## config.mk

```make
export PLATFORM = sky130hd
export DESIGN_NAME = jpeg_rle_expander
export DESIGN_NICKNAME = d
export VERILOG_FILES = /design/src/rtl/jpeg_rle_expander.sv
export SDC_FILE = /design/constraint.sdc
export NUM_CORES = 1
export LEC_CHECK = 0
export ABC_AREA = 1
export BUFFER_PORTS_ARGS = -buffer_cell sky130_fd_sc_hd__clkbuf_2
export CORE_MARGIN = 2
export CORE_UTILIZATION = 45
export CTS_CLUSTER_DIAMETER = 80
export DETAILED_ROUTE_END_ITERATION = 12
export GPL_TIMING_DRIVEN = 0
export HOLD_SLACK_MARGIN = 0.02
export PLACE_DENSITY = 0.73
export REMOVE_ABC_BUFFERS = 1
export SLEW_MARGIN = 5
export SYNTH_ARGS = -nofsm -noshare
export SYNTH_HDL_FRONTEND = slang
export SYNTH_SLANG_ARGS = --single-unit
```

## constraint.sdc

```tcl
create_clock -name clk -period 2.9 [get_ports clk]
set_input_delay 0.87 -clock clk [delete_from_list [all_inputs] [get_ports clk]]
set_output_delay 0.87 -clock clk [all_outputs]
set_load 0.05 [all_outputs]
```

## src/rtl/jpeg_rle_expander.sv

```systemverilog
// JPEG decoder run-length expander: (run, size, amp) symbols in, 64 zigzag coefficients per block out.
// Optional macro JPEG_DC_PRED_EN adds a DC predictor so the DC output is predictor + diff.
module jpeg_rle_expander (
    input  logic        clk,
    input  logic        rst,
    input  logic        sym_valid,
    output logic        sym_ready,
    input  logic [3:0]  sym_run,
    input  logic [3:0]  sym_size,
    input  logic [10:0] sym_amp,
    output logic        coef_valid,
    input  logic        coef_ready,
    output logic [11:0] coef_data,
    output logic [5:0]  coef_idx,
    output logic        coef_last,
    output logic        err
);

    typedef enum logic [1:0] {ACCEPT, ZEROS, VALUE, FILL} state_t;

    state_t      state, state_n;
    logic [5:0]  nidx;
    logic [3:0]  zcnt, zcnt_n;
    logic        has_val, has_val_n;
    logic [11:0] val_q, val_n;
    logic        load_en, accept, is_dc, at_last, emit, overflow;
    logic [11:0] emit_data, ext, dc_val;
`ifdef JPEG_DC_PRED_EN
    logic [11:0] dc_pred;
`endif

    // Top-bit test on the masked amplitude decides positive vs. negative range.
    function automatic logic [11:0] extend(input logic [3:0] size, input logic [10:0] amp);
        logic [3:0]  s;
        logic [11:0] mask;
        logic [11:0] a;
        s    = (size > 4'd11) ? 4'd11 : size;
        mask = (12'd1 << s) - 12'd1;
        a    = {1'b0, amp} & mask;
        if ((a & (mask ^ (mask >> 1))) != 12'd0)
            return a;
        return a - mask;
    endfunction

    always_comb begin
        ext = extend(sym_size, sym_amp);
`ifdef JPEG_DC_PRED_EN
        dc_val = dc_pred + ext;
`else
        dc_val = ext;
`endif
        load_en   = !coef_valid || coef_ready;
        sym_ready = (state == ACCEPT) && load_en && !rst;
        accept    = sym_ready && sym_valid;
        is_dc     = (nidx == 6'd0);
        at_last   = (nidx == 6'd63);

        state_n   = state;
        zcnt_n    = zcnt;
        has_val_n = has_val;
        val_n     = val_q;
        emit      = 1'b0;
        emit_data = 12'd0;
        overflow  = 1'b0;

        // The accept cycle already loads the symbol's first coefficient.
        case (state)
            ACCEPT: begin
                if (accept) begin
                    emit = 1'b1;
                    if (is_dc) begin
                        emit_data = dc_val;
                    end else if (sym_run == 4'd0 && sym_size == 4'd0) begin
                        if (!at_last)
                            state_n = FILL;
                    end else if (sym_run == 4'd15 && sym_size == 4'd0) begin
                        if (at_last) begin
                            overflow = 1'b1;
                        end else begin
                            zcnt_n    = 4'd15;
                            has_val_n = 1'b0;
                            state_n   = ZEROS;
                        end
                    end else if (sym_run == 4'd0) begin
                        emit_data = ext;
                    end else begin
                        val_n     = ext;
                        has_val_n = 1'b1;
                        if (at_last)
                            overflow = 1'b1;
                        else if (sym_run == 4'd1)
                            state_n = VALUE;
                        else begin
                            zcnt_n  = sym_run - 4'd1;
                            state_n = ZEROS;
                        end
                    end
                end
            end
            ZEROS: begin
                if (load_en) begin
                    emit   = 1'b1;
                    zcnt_n = zcnt - 4'd1;
                    if (at_last) begin
                        // Anything still pending past index 63 is dropped.
                        overflow = (zcnt != 4'd1) || has_val;
                        state_n  = ACCEPT;
                    end else if (zcnt == 4'd1) begin
                        state_n = has_val ? VALUE : ACCEPT;
                    end
                end
            end
            VALUE: begin
                if (load_en) begin
                    emit      = 1'b1;
                    emit_data = val_q;
                    state_n   = ACCEPT;
                end
            end
            FILL: begin
                if (load_en) begin
                    emit = 1'b1;
                    if (at_last)
                        state_n = ACCEPT;
                end
            end
            default: state_n = ACCEPT;
        endcase
    end

    always_ff @(posedge clk) begin
        if (rst)
            state <= ACCEPT;
        else
            state <= state_n;
    end

    always_ff @(posedge clk) begin
        if (rst) begin
            nidx       <= 6'd0;
            zcnt       <= 4'd0;
            has_val    <= 1'b0;
            val_q      <= 12'd0;
            coef_valid <= 1'b0;
            coef_data  <= 12'd0;
            coef_idx   <= 6'd0;
            coef_last  <= 1'b0;
            err        <= 1'b0;
        end else begin
            zcnt    <= zcnt_n;
            has_val <= has_val_n;
            val_q   <= val_n;
            if (emit) begin
                coef_valid <= 1'b1;
                coef_data  <= emit_data;
                coef_idx   <= nidx;
                coef_last  <= at_last;
                nidx       <= nidx + 6'd1;
            end else if (coef_ready) begin
                coef_valid <= 1'b0;
            end
            if (overflow)
                err <= 1'b1;
        end
    end

`ifdef JPEG_DC_PRED_EN
    always_ff @(posedge clk) begin
        if (rst)
            dc_pred <= 12'd0;
        else if (accept && is_dc)
            dc_pred <= dc_val;
    end
`endif

endmodule

```

Yosys cells after proc, flatten, opt, wreduce, memory -nomap -nowiden
Cells that the tools add are included.
{ "classes": {"magnitude_cmp": 1, "bitwise_logic": 7, "add_sub_neg": 5, "reduce_logical": 21, "shifts": 1, "n_eq_ne": 24, "mux": 55} }
{ "op_table": {"columns": ["op", "count"], "rows": [
  ["two-way mux 12 bit", 8],
  ["two-way mux 4 bit", 10],
  ["two-way mux 2 bit", 16],
  ["case mux 12 bit (2 select lines)", 1],
  ["two-way mux 1 bit", 16],
  ["!= test 2 bit, second input constant", 8],
  ["bitwise AND 11 x 12 -> 12 bit", 1],
  ["bitwise AND 12 bit", 1],
  ["!= test 3 bit, second input constant", 4],
  ["AND reduction 6 bit", 2],
  ["nonzero test 12 bit", 1],
  ["<< shifter 1 x 4 -> 12 bit, first input constant", 1],
  ["subtractor 12 x 1 -> 12 bit, second input constant", 1],
  ["subtractor 12 bit", 1],
  ["bitwise XOR 12 x 11 -> 12 bit", 1],
  ["AND reduction 11 bit", 1],
  ["AND reduction 9 bit", 1],
  ["equality test 4 x 1 -> 1 bit, second input constant", 2],
  ["logical NOT 4 bit", 2],
  ["case mux 2 bit (4 select lines)", 1],
  ["case mux 4 bit (2 select lines)", 1],
  ["subtractor 4 x 1 -> 4 bit, second input constant", 2],
  ["adder 6 x 1 -> 6 bit, second input constant", 1],
  ["equality test 6 bit, second input constant", 1],
  ["other kinds (17)", 30]
]} }
{ "totals": {"out_inout_bits": 22, "word_cells": 124, "input_bits": 23, "ff_bits": 46} }

Longest topological paths before layout
{ "logic_depth": {"word_depth": 15, "mapped_depth": 20, "depth_no_buf": 19} }

Worst setup path before layout
No wires, ideal clock.
{ "synth_timing": {"path_type": "in2reg", "startpoint": "input port sym_size[1]", "endpoint": "register coef_data[8]", "slack_ps": 12, "t_required_ps": 2780, "t_arrival_ps": 2768, "cell_stages": 16, "cell_sequence": "buf_2 a21oi_2 inv_1 nor2_1 nand2_1 ha_1 or2_2 ha_1 nand3_1 nor2_1 nand3_1 nand2_1 o21ai_0 nand2_1 nand3_1 a21oi_1"} }
{ "synth_via": {"elab_chain_cells": 15} }
{ "synth_rtl": {"columns": ["element", "line_no", "text"], "rows": [
  ["start: declaration", "9", "input logic [3:0] sym_size,"],
  ["branches (longest 12 deep; another with subtractor 12 x 1 -> 12 bit)", null, null],
  ["two-way mux 12 bit *", "71", "if (is_dc) begin"],
  ["two-way mux 12 bit *", "69", "if (accept) begin"],
  ["case mux 12 bit (2 select lines) *", "67", "case (state)"],
  ["end signal: assignment", "155", "coef_data <= emit_data;"],
  ["end: declaration", "13", "output logic [11:0] coef_data,"]
]} }
Mark *: on every way between the ends. The select of a mux whose other input is x is not followed.
A chain may end at the register's enable or synchronous reset.

Worst setup path in the final report
{ "layout_timing": {"startpoint": "input port sym_size[2]", "endpoint": "register coef_data[3]"} }
The elaborated chain is that of the path after synthesis.

==> results.sh <==
export IMPL_cts_hold_buffers=0
export IMPL_viasPerCell=5.22
export IMPL_cpMostUsedCell="nand2_1"
export IMPL_fin_cells=597
export IMPL_min_period_ns=2.75
export IMPL_multi_input_area_um2=1850
export IMPL_drc=0
export IMPL_r2r_setup_slack_ns=0.79
export IMPL_die_h_um=86.5
export IMPL_grt_antenna_before_repair=0
export IMPL_io_pins=45
export IMPL_initial_core_util_pct=45.8
export IMPL_tightest_slew_ns=1.07
export IMPL_synth_edf_count=0
export IMPL_synthDistinctLibCells=37
export IMPL_dr_pass1_iters=4
export IMPL_ys_flop_type="dfxtp_1"
export IMPL_yosys_warnings=0
export IMPL_synth_top_area_cell="dfxtp_1"
export IMPL_grt_pass1_vias=2808
export IMPL_p_per_area_nw_per_um2=699
export IMPL_finalSetupTns_ns=0
export IMPL_syn_to_final_growth_pct=16.3
export IMPL_synthCells=470
export IMPL_hold_end="coef_idx[2]$_SDFFE_PP0P_"
export IMPL_r2r_end="coef_data[3]$_SDFFE_PP0P_"
export IMPL_num_rows=30
export IMPL_die_area_um2=7480
export IMPL_grt_pass1_wl_um=12100
export IMPL_avgSynthCellArea_um2=6.51
export IMPL_cp_slowest_stage_delay_ns=0.22
export IMPL_hpwlAfterDp_um=5300
export IMPL_synth_area_top_cells="dfxtp_1 (30%), nand2_1 (12%), inv_1 (8.8%), o21ai_0 (7.2%), a21oi_1 (7.0%)"
export IMPL_cts_htree_levels=2
export IMPL_grt_max_degree=43
export IMPL_finalClockSkew_ns=0.0151
export IMPL_cts_made_buffers=5
export IMPL_worstSkewPairLatency_ns=0.31
export IMPL_detail_route_antenna_nets=0
export IMPL_cts_root_buf="clkbuf_8"
export IMPL_grt_ovfl_total=0
export IMPL_synthMostInstantiatedCell="nand2_1"
export IMPL_hp_class="reg -> reg"
export IMPL_cp_end_kind="flop"
export IMPL_crit_type="in -> reg"
export IMPL_port_buffers=44
export IMPL_dp_cells=579
export IMPL_clock_fmax_mhz=364
export IMPL_status="finished, final reports clean"
export IMPL_slew_headroom_pct=28.7
export IMPL_swShare_pct=47.1
export IMPL_drt_iter0_drc=149
export IMPL_async_flop_share_pct=0
export IMPL_fillerInstances=669
export IMPL_worstHoldStart="coef_idx[2]$_SDFFE_PP0P_"
export IMPL_avgRoutedWirePerCell_um=12.4
export IMPL_arrival_ns=2.95
export IMPL_clock_path_buffers=2
export IMPL_hold_violations=0
export IMPL_core_area_um2=6680
export IMPL_critPathSlowestCell="ha_2"
export IMPL_ys_top_cells_by_count="nand2_1 (95), inv_1 (72), dfxtp_1 (46), o21ai_0 (44), a21oi_1 (43)"
export IMPL_vias=3118
export IMPL_hold_ws_ns=0.473
export IMPL_power_frac_comb_pct=49.0
export IMPL_cts_tree="done"
export IMPL_nets=548
export IMPL_path_cells="buf_4, a21oi_4, inv_1, nor2_4, nand2_1, ha_2, inv_2, nor2_1, nand2_1, nand2_2, nand2_1, nand2_1, nor2_4, nand2_4, nor2_4, nand2_1, nand3_1, nand3_1, nand2_1, inv_1"
export IMPL_cp_start_kind="input pin"
export IMPL_rsz0062_at_grt="yes"
export IMPL_path_clk_slew_ns=0.10
export IMPL_slew_violations=0
export IMPL_p_switching_mw=1.17
export IMPL_ir_drop_uv=359
export IMPL_holdPathStages=2
export IMPL_cts_sinks=46
export IMPL_antennaDiodeCount=0
export IMPL_gp_congestion=0.882
export IMPL_seq_area_um2=921
export IMPL_r2r_cells=9
export IMPL_ys_seq_area_share_pct=30.1
export IMPL_synth_top_cell_area_share_pct=30.1
export IMPL_setup_viol=0
export IMPL_drt_total_wl_um=7410
export IMPL_p_leak_nw=1.76
export IMPL_crit_fanout=10
export IMPL_seqPwrFrac_pct=34.3
export IMPL_drive_above_1_share_pct=21.5
export IMPL_reg2reg_from="state[1]$_SDFFE_PP0P_"
export IMPL_p_clk_share_pct=16.7
export IMPL_p_int_mw=1.32
export IMPL_cap_viol_max_count=0
export IMPL_synthesis_area_um2=3060
export IMPL_track_usage_pct=19.7
export IMPL_die_width_um=86.5
export IMPL_finalCritPeriodShare_pct=94.8
export IMPL_cp_required_ns=3.10
export IMPL_ys_ff_latch=46
-- power by group through the flow --
stage / Clock (mW) / Combinational (mW) / Sequential (mW)
after global routing: 0.452 / 1.35 / 0.870
after CTS: 0.421 / 1.12 / 0.852
final: 0.415 / 1.22 / 0.853
after global placement: 0 / 1.08 / 0.861
after detailed placement: 0 / 1.10 / 0.866
after floorplan: 0 / 0.607 / 1.09
-- worst max-delay path, delay by kind of cell --
| family | cells | cell delay (ns) |
|---|---|---|
| fa+ha+maj | 1 | 0.22 |
| buf+inv | 4 | 0.39 |
| compound gates | 1 | 0.16 |
| simple gates | 14 | 1.31 |
-- area by class of cell --
| type | instances | area share [%] |
|---|---|---|
| Clock buffer | 5 | 1.93 |
| Clock inverter | 3 | 0.668 |
| Inverter | 77 | 8.30 |
| Multi-Input combinational cell | 334 | 52.0 |
| Sequential cell | 46 | 25.9 |
| Tap cell | 80 | 2.81 |
| Timing Repair Buffer | 51 | 8.23 |
| Timing Repair inverter | 1 | 0.141 |
-- per-layer routing --
metal | wire length (um) | track usage, %
met1 | 3420 | 24.9
met2 | 3660 | 34.5
met3 | 301 | 4.29
met4 | 29 | 3.84
met5 | 0 | 0
-- repair_timing --
action | in CTS | in global routing
setup endpoints to repair | 26 | 25
gates cloned | 1 | 2
pin swaps | 3 | 6
setup buffers | 2 | 5
resized for setup | 7 | 19
-- cells by family (layout without fill, tap and decap cells) --
group           Yosys count  count (layout)  share of synthesized area, %
fa+ha+maj                 9               9                          3.68
buf+inv                  92             137                          12.3
xor+xnor                  7               7                          2.00
flops                    46              46                          30.1
compound gates          112             112                          20.8
simple gates            204             206                          31.2
-- how the worst max path moves through the flow --
stage,startpoint,to,slack (ns)
after floorplan,coef_ready,val_q[0]$_SDFFE_PP0P_,-0.28
after CTS,sym_size[1],coef_data[6]$_SDFFE_PP0P_,0.01
after detailed placement,sym_size[3],val_q[3]$_SDFFE_PP0P_,-0.58
after global routing,sym_size[2],coef_data[5]$_SDFFE_PP0P_,-0.03
final,sym_size[2],coef_data[3]$_SDFFE_PP0P_,0.15
after global placement,sym_size[3],val_q[3]$_SDFFE_PP0P_,-0.53
-- flip-flops by register name, indices dropped and copies added, names as in the netlist --
signal and flops:
coef_valid 1, nidx 6, coef_last 1, has_val 1, coef_data 12, zcnt 4, state 2, err 1
val_q 12, coef_idx 6
-- cell usage in the layout (no fill, tap or decap), drive strengths merged --
| cell type | instances |
|---|---|
| xnor2 | 3 |
| or2 | 2 |
| clkbuf | 47 |
| nand4 | 9 |
| o21bai | 5 |
| buf | 9 |
| a21oi | 44 |
| ha | 9 |
| clkinvlp | 4 |
| a31oi | 3 |
| o211ai | 3 |
| nand3 | 40 |
| o22ai | 1 |
| o21a | 1 |
| a211oi | 1 |
| dfxtp | 46 |
| inv | 77 |
| nor3 | 6 |
| a22oi | 2 |
| nand2 | 99 |
| o21ai | 51 |
| nor2 | 50 |
| a311oi | 1 |
| xor2 | 4 |
-- per-stage QoR --
stage / cell area [um^2] / total power, mW / util (%) / setup WS (ns)
finish: 3560 / 2.49 / 53.3 / 0.151
CTS: 3430 / 2.40 / 51.3 / 0.0126
global placement: 3300 / 1.95 / 49.3 / -0.535
floorplan: 2980 / 1.70 / - / -0.279
global route: 3560 / 2.67 / 53.3 / -0.0297
detailed placement: 3300 / 1.97 / 49.3 / -0.577
Note: power is estimated with default switching activity, not from simulation.
